==> src/rtl/rotate_scan_ctrl.sv <==
// Frame sequencer for rotate_matrix: raster-scans the destination pixels,
// registers the rotated source coordinate and emits it on a valid/ready stream.
module rotate_scan_ctrl #(
   parameter int unsigned DIM_WIDTH   = 11,
   parameter int unsigned ANGLE_WIDTH = 10,
   parameter int unsigned FRAC_BITS   = 0
) (
   input  logic                             clk,
   input  logic                             reset,
   input  logic                             start,
   input  logic                             abort,
   input  logic [ANGLE_WIDTH-1:0]           cos_theta,
   input  logic [ANGLE_WIDTH-1:0]           sin_theta,
   input  logic [DIM_WIDTH-1:0]             num_cols,
   input  logic [DIM_WIDTH-1:0]             num_rows,
   output logic                             busy,
   output logic                             done,
   output logic [ANGLE_WIDTH-1:0]           rot_cos,
   output logic [ANGLE_WIDTH-1:0]           rot_sin,
   output logic [DIM_WIDTH-1:0]             rot_num_cols,
   output logic [DIM_WIDTH-1:0]             rot_num_rows,
   output logic [DIM_WIDTH:0]               rot_xi,
   output logic [DIM_WIDTH:0]               rot_yi,
   input  logic [DIM_WIDTH+FRAC_BITS:0]     rot_xo,
   input  logic [DIM_WIDTH+FRAC_BITS:0]     rot_yo,
   output logic                             out_valid,
   input  logic                             out_ready,
   output logic [DIM_WIDTH-1:0]             out_dst_x,
   output logic [DIM_WIDTH-1:0]             out_dst_y,
   output logic [DIM_WIDTH+FRAC_BITS:0]     out_src_x,
   output logic [DIM_WIDTH+FRAC_BITS:0]     out_src_y,
   output logic                             out_in_bounds,
   output logic                             out_sof,
   output logic                             out_eol,
   output logic                             out_eof
);

   localparam int unsigned OUT_WIDTH = DIM_WIDTH + 1 + FRAC_BITS;
   localparam int unsigned CMP_WIDTH = OUT_WIDTH + 1;

   typedef enum logic [1:0] {IDLE = 2'd0, SCAN = 2'd1, LAST = 2'd2} state_t;

   state_t                 state, state_nxt;
   logic [DIM_WIDTH-1:0]   x_cnt, y_cnt, x_cnt_nxt, y_cnt_nxt;
   logic                   busy_nxt, done_nxt, valid_nxt;
   logic [ANGLE_WIDTH-1:0] cos_nxt, sin_nxt;
   logic [DIM_WIDTH-1:0]   cols_nxt, rows_nxt;
   logic [DIM_WIDTH-1:0]   dst_x_nxt, dst_y_nxt;
   logic [OUT_WIDTH-1:0]   src_x_nxt, src_y_nxt;
   logic                   in_bounds_nxt, sof_nxt, eol_nxt, eof_nxt;

   logic signed [OUT_WIDTH-1:0] int_x, int_y;
   logic signed [CMP_WIDTH-1:0] int_x_ext, int_y_ext, cols_ext, rows_ext;
   logic                        in_bounds_c, last_col_c, last_row_c, advance_c;

   // Destination coordinate into the rotator; MSB is a zero sign bit.
   assign rot_xi = {1'b0, x_cnt};
   assign rot_yi = {1'b0, y_cnt};

   // Integer part of the rotated source compared against the latched image size.
   assign int_x       = $signed(rot_xo) >>> FRAC_BITS;
   assign int_y       = $signed(rot_yo) >>> FRAC_BITS;
   assign int_x_ext   = {int_x[OUT_WIDTH-1], int_x};
   assign int_y_ext   = {int_y[OUT_WIDTH-1], int_y};
   assign cols_ext    = {{(CMP_WIDTH-DIM_WIDTH){1'b0}}, rot_num_cols};
   assign rows_ext    = {{(CMP_WIDTH-DIM_WIDTH){1'b0}}, rot_num_rows};
   assign in_bounds_c = !int_x_ext[CMP_WIDTH-1] && (int_x_ext < cols_ext) &&
                        !int_y_ext[CMP_WIDTH-1] && (int_y_ext < rows_ext);

   assign last_col_c = (x_cnt == rot_num_cols - DIM_WIDTH'(1));
   assign last_row_c = (y_cnt == rot_num_rows - DIM_WIDTH'(1));
   assign advance_c  = (state == SCAN) && (!out_valid || out_ready);

   // Next-state and next-output logic; every register holds by default.
   always_comb begin
      state_nxt     = state;
      busy_nxt      = busy;
      done_nxt      = 1'b0;
      valid_nxt     = out_valid;
      x_cnt_nxt     = x_cnt;
      y_cnt_nxt     = y_cnt;
      cos_nxt       = rot_cos;
      sin_nxt       = rot_sin;
      cols_nxt      = rot_num_cols;
      rows_nxt      = rot_num_rows;
      dst_x_nxt     = out_dst_x;
      dst_y_nxt     = out_dst_y;
      src_x_nxt     = out_src_x;
      src_y_nxt     = out_src_y;
      in_bounds_nxt = out_in_bounds;
      sof_nxt       = out_sof;
      eol_nxt       = out_eol;
      eof_nxt       = out_eof;

      if (abort) begin
         state_nxt = IDLE;
         busy_nxt  = 1'b0;
         valid_nxt = 1'b0;
      end else begin
         case (state)
            IDLE: begin
               if (start) begin
                  cos_nxt   = cos_theta;
                  sin_nxt   = sin_theta;
                  cols_nxt  = num_cols;
                  rows_nxt  = num_rows;
                  x_cnt_nxt = '0;
                  y_cnt_nxt = '0;
                  // An empty image finishes at once without emitting beats.
                  if (num_cols == '0 || num_rows == '0) begin
                     done_nxt = 1'b1;
                  end else begin
                     busy_nxt  = 1'b1;
                     state_nxt = SCAN;
                  end
               end
            end
            SCAN: begin
               if (advance_c) begin
                  valid_nxt     = 1'b1;
                  dst_x_nxt     = x_cnt;
                  dst_y_nxt     = y_cnt;
                  src_x_nxt     = rot_xo;
                  src_y_nxt     = rot_yo;
                  in_bounds_nxt = in_bounds_c;
                  sof_nxt       = (x_cnt == '0) && (y_cnt == '0);
                  eol_nxt       = last_col_c;
                  eof_nxt       = last_col_c && last_row_c;
                  if (last_col_c && last_row_c) begin
                     state_nxt = LAST;
                  end else if (last_col_c) begin
                     x_cnt_nxt = '0;
                     y_cnt_nxt = y_cnt + DIM_WIDTH'(1);
                  end else begin
                     x_cnt_nxt = x_cnt + DIM_WIDTH'(1);
                  end
               end
            end
            LAST: begin
               if (out_valid && out_ready) begin
                  valid_nxt = 1'b0;
                  done_nxt  = 1'b1;
                  busy_nxt  = 1'b0;
                  state_nxt = IDLE;
               end
            end
            default: state_nxt = IDLE;
         endcase
      end
   end

   // State and output registers.
   always_ff @(posedge clk) begin
      if (reset) begin
         state         <= IDLE;
         busy          <= 1'b0;
         done          <= 1'b0;
         out_valid     <= 1'b0;
         x_cnt         <= '0;
         y_cnt         <= '0;
         rot_cos       <= '0;
         rot_sin       <= '0;
         rot_num_cols  <= '0;
         rot_num_rows  <= '0;
         out_dst_x     <= '0;
         out_dst_y     <= '0;
         out_src_x     <= '0;
         out_src_y     <= '0;
         out_in_bounds <= 1'b0;
         out_sof       <= 1'b0;
         out_eol       <= 1'b0;
         out_eof       <= 1'b0;
      end else begin
         state         <= state_nxt;
         busy          <= busy_nxt;
         done          <= done_nxt;
         out_valid     <= valid_nxt;
         x_cnt         <= x_cnt_nxt;
         y_cnt         <= y_cnt_nxt;
         rot_cos       <= cos_nxt;
         rot_sin       <= sin_nxt;
         rot_num_cols  <= cols_nxt;
         rot_num_rows  <= rows_nxt;
         out_dst_x     <= dst_x_nxt;
         out_dst_y     <= dst_y_nxt;
         out_src_x     <= src_x_nxt;
         out_src_y     <= src_y_nxt;
         out_in_bounds <= in_bounds_nxt;
         out_sof       <= sof_nxt;
         out_eol       <= eol_nxt;
         out_eof       <= eof_nxt;
      end
   end

endmodule

==> config.mk <==
export PLATFORM = sky130hd
export DESIGN_NAME = rotate_scan_ctrl
export DESIGN_NICKNAME = d
export VERILOG_FILES = /design/src/rtl/rotate_scan_ctrl.sv
export SDC_FILE = /design/constraint.sdc
export NUM_CORES = 1
export LEC_CHECK = 0
export CORE_MARGIN = 5
export CORE_UTILIZATION = 30
export CTS_CLUSTER_SIZE = 12
export DETAILED_ROUTE_END_ITERATION = 8
export PLACE_DENSITY_LB_ADDON = 0.2
export RECOVER_POWER = 25
export SETUP_SLACK_MARGIN = 0.3
export SLEW_MARGIN = 20
export SYNTH_ARGS = -nofsm -noshare
export SYNTH_HDL_FRONTEND = slang
export SYNTH_SLANG_ARGS = --single-unit
==> constraint.sdc <==
create_clock -name clk -period 7.69 [get_ports clk]
set_input_delay 0.769 -clock clk [delete_from_list [all_inputs] [get_ports clk]]
set_output_delay 0.769 -clock clk [all_outputs]
set_load 0.02 [all_outputs]
# After elaboration in Yosys (flattened, before gate mapping)
# Index checks and enable logic that the tools add are counted.
classes:
  addsub: 4
  order_cmp: 2
  eq_ne: 11
  muxes: 25
  n_bitwise: 1
  n_reduce_logical: 28
op_table:
  columns: ["operator", "count"]
  rows:
  - ["11-bit 2-to-1 mux", 7]
  - ["11-bit zero test", 4]
  - ["11-bit one-hot mux with 2 select lines", 2]
  - ["12-bit < comparator", 2]
  - ["11-bit by 1-bit adder with 11-bit output, second input constant", 2]
  - ["11-bit == test", 2]
  - ["11-bit by 1-bit subtractor with 11-bit output, second input constant", 2]
  - ["2-bit inequality test, second input constant", 6]
  - ["2-bit 2-to-1 mux", 5]
  - ["5-bit AND reduction", 2]
  - ["3-bit AND reduction", 3]
  - ["1-bit logical AND", 7]
  - ["1-bit 2-to-1 mux", 7]
  - ["1-bit one-hot mux with 2 select lines", 3]
  - ["2-bit one-hot mux with 3 select lines", 1]
  - ["6-bit AND reduction", 1]
  - ["2-bit nonzero test", 3]
  - ["4-bit AND reduction", 1]
  - ["1-bit zero test", 3]
  - ["2-bit by 1-bit == test with 1-bit output, second input constant", 1]
  - ["2-bit == test, second input constant", 1]
  - ["2-bit zero test", 1]
  - ["1-bit logical OR", 2]
  - ["2-bit by 1-bit inequality test with 1-bit output, second input constant", 1]
  - ["2 further kinds", 2]
word_totals:
  reg_bits: 119
  input_bits: 71
  output_inout_bits: 119
  wordCells: 89

# Depth between registers and ports, before layout
# Gate-level depths: netlist (run 1).
logic_depth:
  ltp_word: 6
  ltp_mapped: 14
  mapped_depth_nobuf: 10

# Worst setup path after synthesis (run 1)
# No wires, ideal clock.
synth_timing:
  kind: "reg-to-reg"
  startpoint: "reg rot_num_cols[0]"
  endpoint: "reg y_cnt[6]"
  setup_ns: 0.070
  t_arrival_ns: 2.911
  t_required_ns: 7.620
  setup_slack_ns: 4.709
  path_stages_with_launch: 13
  n_path_buf: 2
  period_less_slack_ns: 2.981
  cell_sequence: "dfxtp_1 -> inv_1 -> ha_1 -> buf_2 -> o21ba_2 -> nor4_1 -> or4_1 -> o311ai_4 -> a311oi_2 -> buf_6 -> or3_1 -> or3_1 -> a21oi_1"
synth_via:
  elab_chain_cells: 5
  word_cells_on_any_way: 6
  cone_classes: "add/sub: 1; eq/ne: 3; reduce/logical: 2"
synth_lines:
  columns: ["element", "line", "source"]
  rows:
  - ["start, declared", "20", "output logic [DIM_WIDTH-1:0] rot_num_cols,"]
  - ["start signal, assigned", "182", "rot_num_cols <= cols_nxt;"]
  - ["11-bit by 1-bit subtractor with 11-bit output (*)", "70", "assign last_col_c = (x_cnt == rot_num_cols - DIM_WIDTH'(1));"]
  - ["11-bit == test (*)", "70", null]
  - ["1-bit logical AND", "129", "if (last_col_c && last_row_c) begin"]
  - ["2-bit inequality test (no line)", null, null]
  - ["6-bit AND reduction (no line) (*)", null, null]
  - ["end signal, assigned", "179", "y_cnt <= y_cnt_nxt;"]
  - ["end, declared", "44", "logic [DIM_WIDTH-1:0] x_cnt, y_cnt, x_cnt_nxt, y_cnt_nxt;"]
# Mark *: on every way between the ends. The rest lies on a longest branch, timed or not.
# A chain may end at the register's enable or synchronous reset.

# Worst setup path after layout (run 1)
layout_timing:
  startpoint: "reg rot_num_cols[0]"
  endpoint: "reg y_cnt[4]"
# Same word-level chain as after synthesis.

==> results of run 1 <==
power by group through the flow:
stage / Combinational (mW) / Clock (mW) / Sequential [mW]
5_1_grt: 0.237 / 0.907 / 0.649
6_report: 0.215 / 0.855 / 0.647
2_1_floorplan: 0.112 / 0 / 0.669
3_3_place_gp: 0.216 / 0 / 0.660
3_5_place_dp: 0.217 / 0 / 0.661
4_1_cts: 0.219 / 0.874 / 0.647
worst min-delay path, delay by kind of cell (launching register included):
| family | cells | cell delay, ps |
|---|---|---|
| flops | 1 | 300 |
| simple gates | 1 | 50 |
| compound gates | 1 | 50 |
cells in the final DEF, fill, tap and decap left out, types with 7 or more instances in the layout:
| cell | instances |
|---|---|
| nand2_1 | 205 |
| clkdlybuf4s50_1 | 142 |
| dfxtp_1 | 119 |
| a21oi_1 | 102 |
| dlygate4sd3_1 | 44 |
| inv_1 | 32 |
| ha_1 | 26 |
| nor2_1 | 21 |
| nand3_1 | 19 |
| o21ai_0 | 19 |
| xnor2_1 | 19 |
| nor4_1 | 17 |
| or3_1 | 17 |
| clkbuf_16 | 17 |
| nor3_1 | 13 |
| nand2b_1 | 10 |
| a211oi_1 | 9 |
| xor2_1 | 9 |
| a211o_1 | 7 |
| or4_1 | 7 |
| nand4_1 | 7 |
| inv_6 | 7 |
per-stage QoR:
| stage | instance area [um2] | instances | power, mW |
|---|---|---|---|
| 2_1_floorplan | 6137 | 799 | 0.7812 |
| 3_3_place_gp | 8130 | 1201 | 0.8762 |
| 3_5_place_dp | 8130 | 1201 | 0.8777 |
| 4_1_cts | 8755 | 1233 | 1.740 |
| 5_1_grt | 8755 | 1233 | 1.793 |
| 6_report | 8755 | 1233 | 1.717 |
sequential cells by signal (all words and copies together) (netlist names), 11 cells and up:
signal / count
out_src_y: 12
y_cnt: 11
rot_num_cols: 11
out_dst_y: 11
out_dst_x: 11
x_cnt: 11
out_src_x: 12
rot_num_rows: 11
worst max path at each step:
| stage | from | end | slack (ps) | cells past startpoint |
|---|---|---|---|---|
| 2_1_floorplan | rot_num_cols[0] | y_cnt[6] | 4710 | 12 |
| 3_3_place_gp | out_ready | out_in_bounds | 4110 | 7 |
| 3_5_place_dp | out_ready | out_in_bounds | 4060 | 7 |
| 4_1_cts | out_ready | out_in_bounds | 4480 | 7 |
| 5_1_grt | out_ready | out_in_bounds | 4300 | 7 |
| 6_report | rot_num_cols[0] | y_cnt[4] | 4500 | 11 |
logic make-up after synthesis:
group / after synthesis / synth area share
adder cells (fa/ha/maj): 26 / 0.05304
other: 1 / 0.0006114
flip-flops: 119 / 0.3884
AND/OR/NAND/NOR: 348 / 0.2670
XOR/XNOR: 29 / 0.04366
AO/OA/AOI/OAI: 179 / 0.1777
multiplexers: 4 / 0.006528
buffers and inverters: 92 / 0.06304
final cells by class:
type / count / share of cell area
inverters: 32 / 0.01372
clock inverters: 14 / 0.02115
multi-input cells: 588 / 0.3865
clock buffers: 18 / 0.05016
repair buffers: 192 / 0.2178
flip-flops and latches: 119 / 0.2721
well taps: 270 / 0.03859
routing by layer:
metal  global-route usage  up-vias
li1                     -     3059
met1               0.2210     2746
met2               0.2769      162
met3              0.06305       38
met4              0.05855        6
met5                    0        -
==> impl_metrics.json, run 1 <==
{
  "status": "completed",
  "crit_type": "reg -> reg",
  "synth_cell_type_count": 59,
  "critical_path.max_fanout": 21,
  "dpl_worst_slack_ps": 4058,
  "via_per_inst": 4.875,
  "yosys_warnings": 0,
  "crit_chain": "inv_1, ha_1, o21ba_2, nor4_1, or4_1, o311ai_4, a311oi_2, buf_4, or3_1, or3_1, a21oi_1",
  "rows": 52,
  "yosysTopAreaCell": "dfxtp_1",
  "grt_pass1_wl_um": 32680,
  "internal_power_mw": 1.260,
  "ios": 190,
  "cts-root-buf": "clkbuf_16",
  "critPathBufInv": 2,
  "port_buffers": 187,
  "dp_hpwl_um": 14750,
  "antenna_found_initial": 3,
  "drc": 0,
  "synth.top_cells.by_area": "dfxtp_1 39%, nand2_1 13%, a21oi_1 8.3%",
  "setup-violations-final": 0,
  "cts_tree": "done",
  "drt_iter0_markers": 357,
  "fin_setup_tns_ps": 0,
  "hold_end": "out_dst_y[1]",
  "r2r-start": "rot_num_cols[0]",
  "arrival_ps": 3540,
  "grt_setup_unrepaired": "no",
  "hold_start": "out_dst_y[1]",
  "final_core_util": 0.4341,
  "yosysTopAreaCellShare": 0.3884,
  "seq_area_mm2": 0.002382,
  "fmax_mhz": 313.1,
  "slew_violations": 0,
  "power_leakage_nw": 3.217,
  "cts_buffer_depth": 2,
  "cpPeakStageDelay_ps": 540,
  "ctsHoldBuffers": 0,
  "overflow": 0,
  "post-synth-top-count-cell": "nand2_1",
  "yosys_most_used_dff": "dfxtp_1",
  "core_mm2": 0.02017,
  "cap_violations": 0,
  "crit_slowest_cell": "or4_1",
  "post_cts_buffers": 0,
  "synth.avg_cell_area_um2": 7.686,
  "met3_length_um": 1416,
  "first_pass_iters": 5,
  "ir_drop_v": 0.0001482,
  "num-fill-cells": 2080,
  "fin_ws_ps": 4496,
  "slew_headroom": 0.2897,
  "hold_ws_ps": 449.5,
  "die_w_um": 153.0,
  "grt_usage": 0.1746,
  "synth_cells": 798,
  "cts-htree-levels": 4,
  "hold_class": "reg -> reg",
  "crit_required_ps": 8040,
  "switching_power_mw": 0.4571,
  "gp_congestion": 0.8104,
  "crit_top_cell": "or3_1",
  "min_period_over_period": 0.4153,
  "cts_buffers": 17,
  "grt_pass1_vias": 5779,
  "worstMarginPinSlew_ps": 1062,
  "top_layer": "met5",
  "p_clk_frac": 0.498,
  "synth_enable_flop_cells": 0,
  "cts.sinks": 119,
  "async_reset_ff_frac": 0,
  "drtAntennaViolNets": 0,
  "p_comb_frac": 0.125,
  "switching_share": 0.2663,
  "insertion_delay_ps": 430,
  "hold_depth": 2,
  "seq_area_frac_synth": 0.3884,
  "synthTopCellsByCount": "206 x nand2_1, 119 x dfxtp_1, 102 x a21oi_1, 46 x clkbuf_1, 32 x inv_1",
  "multiInputGateArea_mm2": 0.003383,
  "die_area_mm2": 0.02340,
  "diodes": 0,
  "min_period_ps": 3194,
  "worst-r2r-setup-slack_ps": 4500,
  "final_net_count": 1047,
  "start_util": 0.3041,
  "finalHoldViolations": 0,
  "pwr_density_cell_mw_per_mm2": 196.1,
  "wl_um": 20680,
  "grt_max_degree": 64,
  "path_delay_family": "simple AND/OR/NAND/NOR gates",
  "p_seq_frac": 0.377,
  "area_growth_pct": 42.74,
  "syn_area_mm2": 0.006133,
  "cts_resized": 0,
  "r2r_cells": 11,
  "ys_ff_latch": 119,
  "cp-start-kind": "register",
  "die_h_um": 153.0,
  "endpoint_kind": "register",
  "dr_wl_met2_um": 9452,
  "wl_per_cell_um": 16.77,
  "clkTransAtPathRegs_ps": 60,
  "skew_ps": 9.707,
  "r2r-end": "y_cnt[4]",
  "num_vias": 6011,
  "drive_above_1_share": 0.05711,
  "wl_met1_um": 9351
}
Power figures use the tool's default switching activity.
==> run 2, diff against run 1 <==
==> constraint.sdc (replaced) <==
create_clock -name clk -period 3.2 [get_ports clk]
set_input_delay 0.32 -clock clk [delete_from_list [all_inputs] [get_ports clk]]
set_output_delay 0.32 -clock clk [all_outputs]
set_load 0.02 [all_outputs]
==> impl_metrics.json, run 2 (synthesized netlist as in run 1, its figures left out) <==
{
  "wl_um": 21080,
  "area_growth_pct": 48.27,
  "slew_violations": 0,
  "crit_type": "reg -> reg",
  "skew_ps": 5.991,
  "endpoint_kind": "register",
  "min_period_ps": 2831,
  "r2r-start": "rot_num_cols[0]",
  "wl_per_cell_um": 16.73,
  "drc": 0,
  "multiInputGateArea_mm2": 0.003431,
  "min_period_over_period": 0.8847,
  "r2r_cells": 11,
  "fin_ws_ps": 368.9,
  "insertion_delay_ps": 420,
  "fin_total_pwr_mw": 4.349,
  "num_vias": 6164,
  "die_w_um": 153.0,
  "num-fill-cells": 2045,
  "drt_iter0_markers": 374,
  "top_regs": "out_src_x x12, out_src_y x12",
  "status": "completed",
  "via_per_inst": 4.892,
  "cap_violations": 0,
  "cts-root-buf": "clkbuf_16",
  "hold_class": "in -> reg",
  "arrival_ps": 3180,
  "dpl_worst_slack_ps": 265.4,
  "pwr_density_cell_mw_per_mm2": 478.3,
  "grt_max_degree": 48,
  "cts_buffers": 17,
  "cp-start-kind": "register",
  "worst-r2r-setup-slack_ps": 370,
  "worstMarginPinSlew_ps": 530.7,
  "r2r-end": "y_cnt[6]",
  "core_mm2": 0.02017,
  "power_leakage_nw": 3.467,
  "grt_setup_unrepaired": "yes",
  "port_buffers": 187,
  "layout_common_cells": "205 x nand2_1, 128 x clkdlybuf4s50_1, 117 x dfxtp_1",
  "setup-violations-final": 0,
  "hold_depth": 2,
  "ios": 190,
  "rows": 52,
  "crit_required_ps": 3550,
  "cts-htree-levels": 4,
  "die_h_um": 153.0,
  "final_common_cell": "nand2_1",
  "dp_hpwl_um": 15400,
  "grt_usage": 0.1757,
  "fin_setup_tns_ps": 0,
  "grt_pass1_wl_um": 32970,
  "seq_area_mm2": 0.002387,
  "fmax_mhz": 353.2,
  "finalHoldViolations": 0,
  "grt_pass1_vias": 5856,
  "clkTransAtPathRegs_ps": 60,
  "cts_tree": "done",
  "hold_end": "out_dst_x[5]",
  "antenna_found_initial": 3,
  "ir_drop_v": 0.0003642,
  "diodes": 0,
  "overflow": 0,
  "hold_start": "reset",
  "cts_buffer_depth": 2,
  "critical_path.max_fanout": 15,
  "start_util": 0.3041,
  "gp_congestion": 0.8276,
  "die_area_mm2": 0.02340,
  "first_pass_iters": 5,
  "drive_above_1_share": 0.08889,
  "slew_headroom": 0.6462,
  "cts.sinks": 119,
  "final_net_count": 1074,
  "drtAntennaViolNets": 0
}
run 2: changes by cell type in the layout (fill, tap and decap cells not counted), sizes merged, moves of 2 or more:
cell	delta
bufinv	+3
buf	+27
clkinvlp	+2
inv	-4
clkdlybuf4s50	-14
dlygate4sd3	+14
run 2: what timing repair did:
| item | 4_1_cts | 5_1_grt |
|---|---|---|
| endpoints found under the setup margin | 4 | 16 |
| hold buffers | 0 | 0 |
| pin swaps | 0 | 1 |
| gates resized for setup | 1 | 7 |
| setup buffers | 0 | 1 |
run 2: worst max-delay path, stage by stage (launching register included):
cell and delay (ps):
dfxtp_4 370, inv_1 50, ha_1 200, o21ba_2 240
nor4_1 50, or4_1 520, o311ai_4 140, a311oi_4 200
buf_12 190, or3_1 350, or3_1 310, a21oi_1 140
run 2: per-layer routing:
| metal | wire [um] | vias up | share of wire | global-route usage |
|---|---|---|---|---|
| met5 | 48 | - | 0.0023 | 0 |
| li1 | - | 3120 | - | - |
| met4 | 284 | 6 | 0.013 | 0.04837 |
| met2 | 9732 | 153 | 0.46 | 0.2795 |
| met3 | 1569 | 24 | 0.074 | 0.06531 |
| met1 | 9445 | 2861 | 0.45 | 0.2247 |
run 2: worst max-delay path by stage:
| stage | slack [ps] | depth (start not counted) | from | to |
|---|---|---|---|---|
| detailed placement | 270 | 11 | rot_num_cols[0] | y_cnt[3] |
| global route | 260 | 11 | rot_num_cols[1] | y_cnt[4] |
| CTS | 320 | 11 | rot_num_cols[0] | y_cnt[4] |
| finish | 370 | 11 | rot_num_cols[0] | y_cnt[6] |
| global placement | 300 | 11 | rot_num_cols[0] | y_cnt[4] |
| floorplan | 340 | 12 | rot_num_cols[0] | y_cnt[6] |
run 2: layout make-up:
class	instances	share of cell area
flip-flops and latches	119	0.2625
multi-input cells	588	0.3773
inverters	32	0.01321
clock buffers	18	0.04829
clock inverters	14	0.02683
well taps	270	0.03715
repair buffers	219	0.2347
run 2: stage by stage:
step	hold slack [ps]	util	std cells	area [um2]
after detailed placement	445.3	0.4141	1227	8353
final	338.1	0.4509	1260	9094
after floorplan	448.5	-	799	6140
after global routing	348.6	0.4509	1260	9094
after global placement	440.9	0.4141	1227	8353
after CTS	335.7	0.4486	1259	9047
run 2: where the power goes:
part / internal [mW] / switching [mW]
sequential: 1.51 / 0.0279
clock: 1.49 / 0.761
combinational: 0.262 / 0.294
total: 3.27 / 1.08
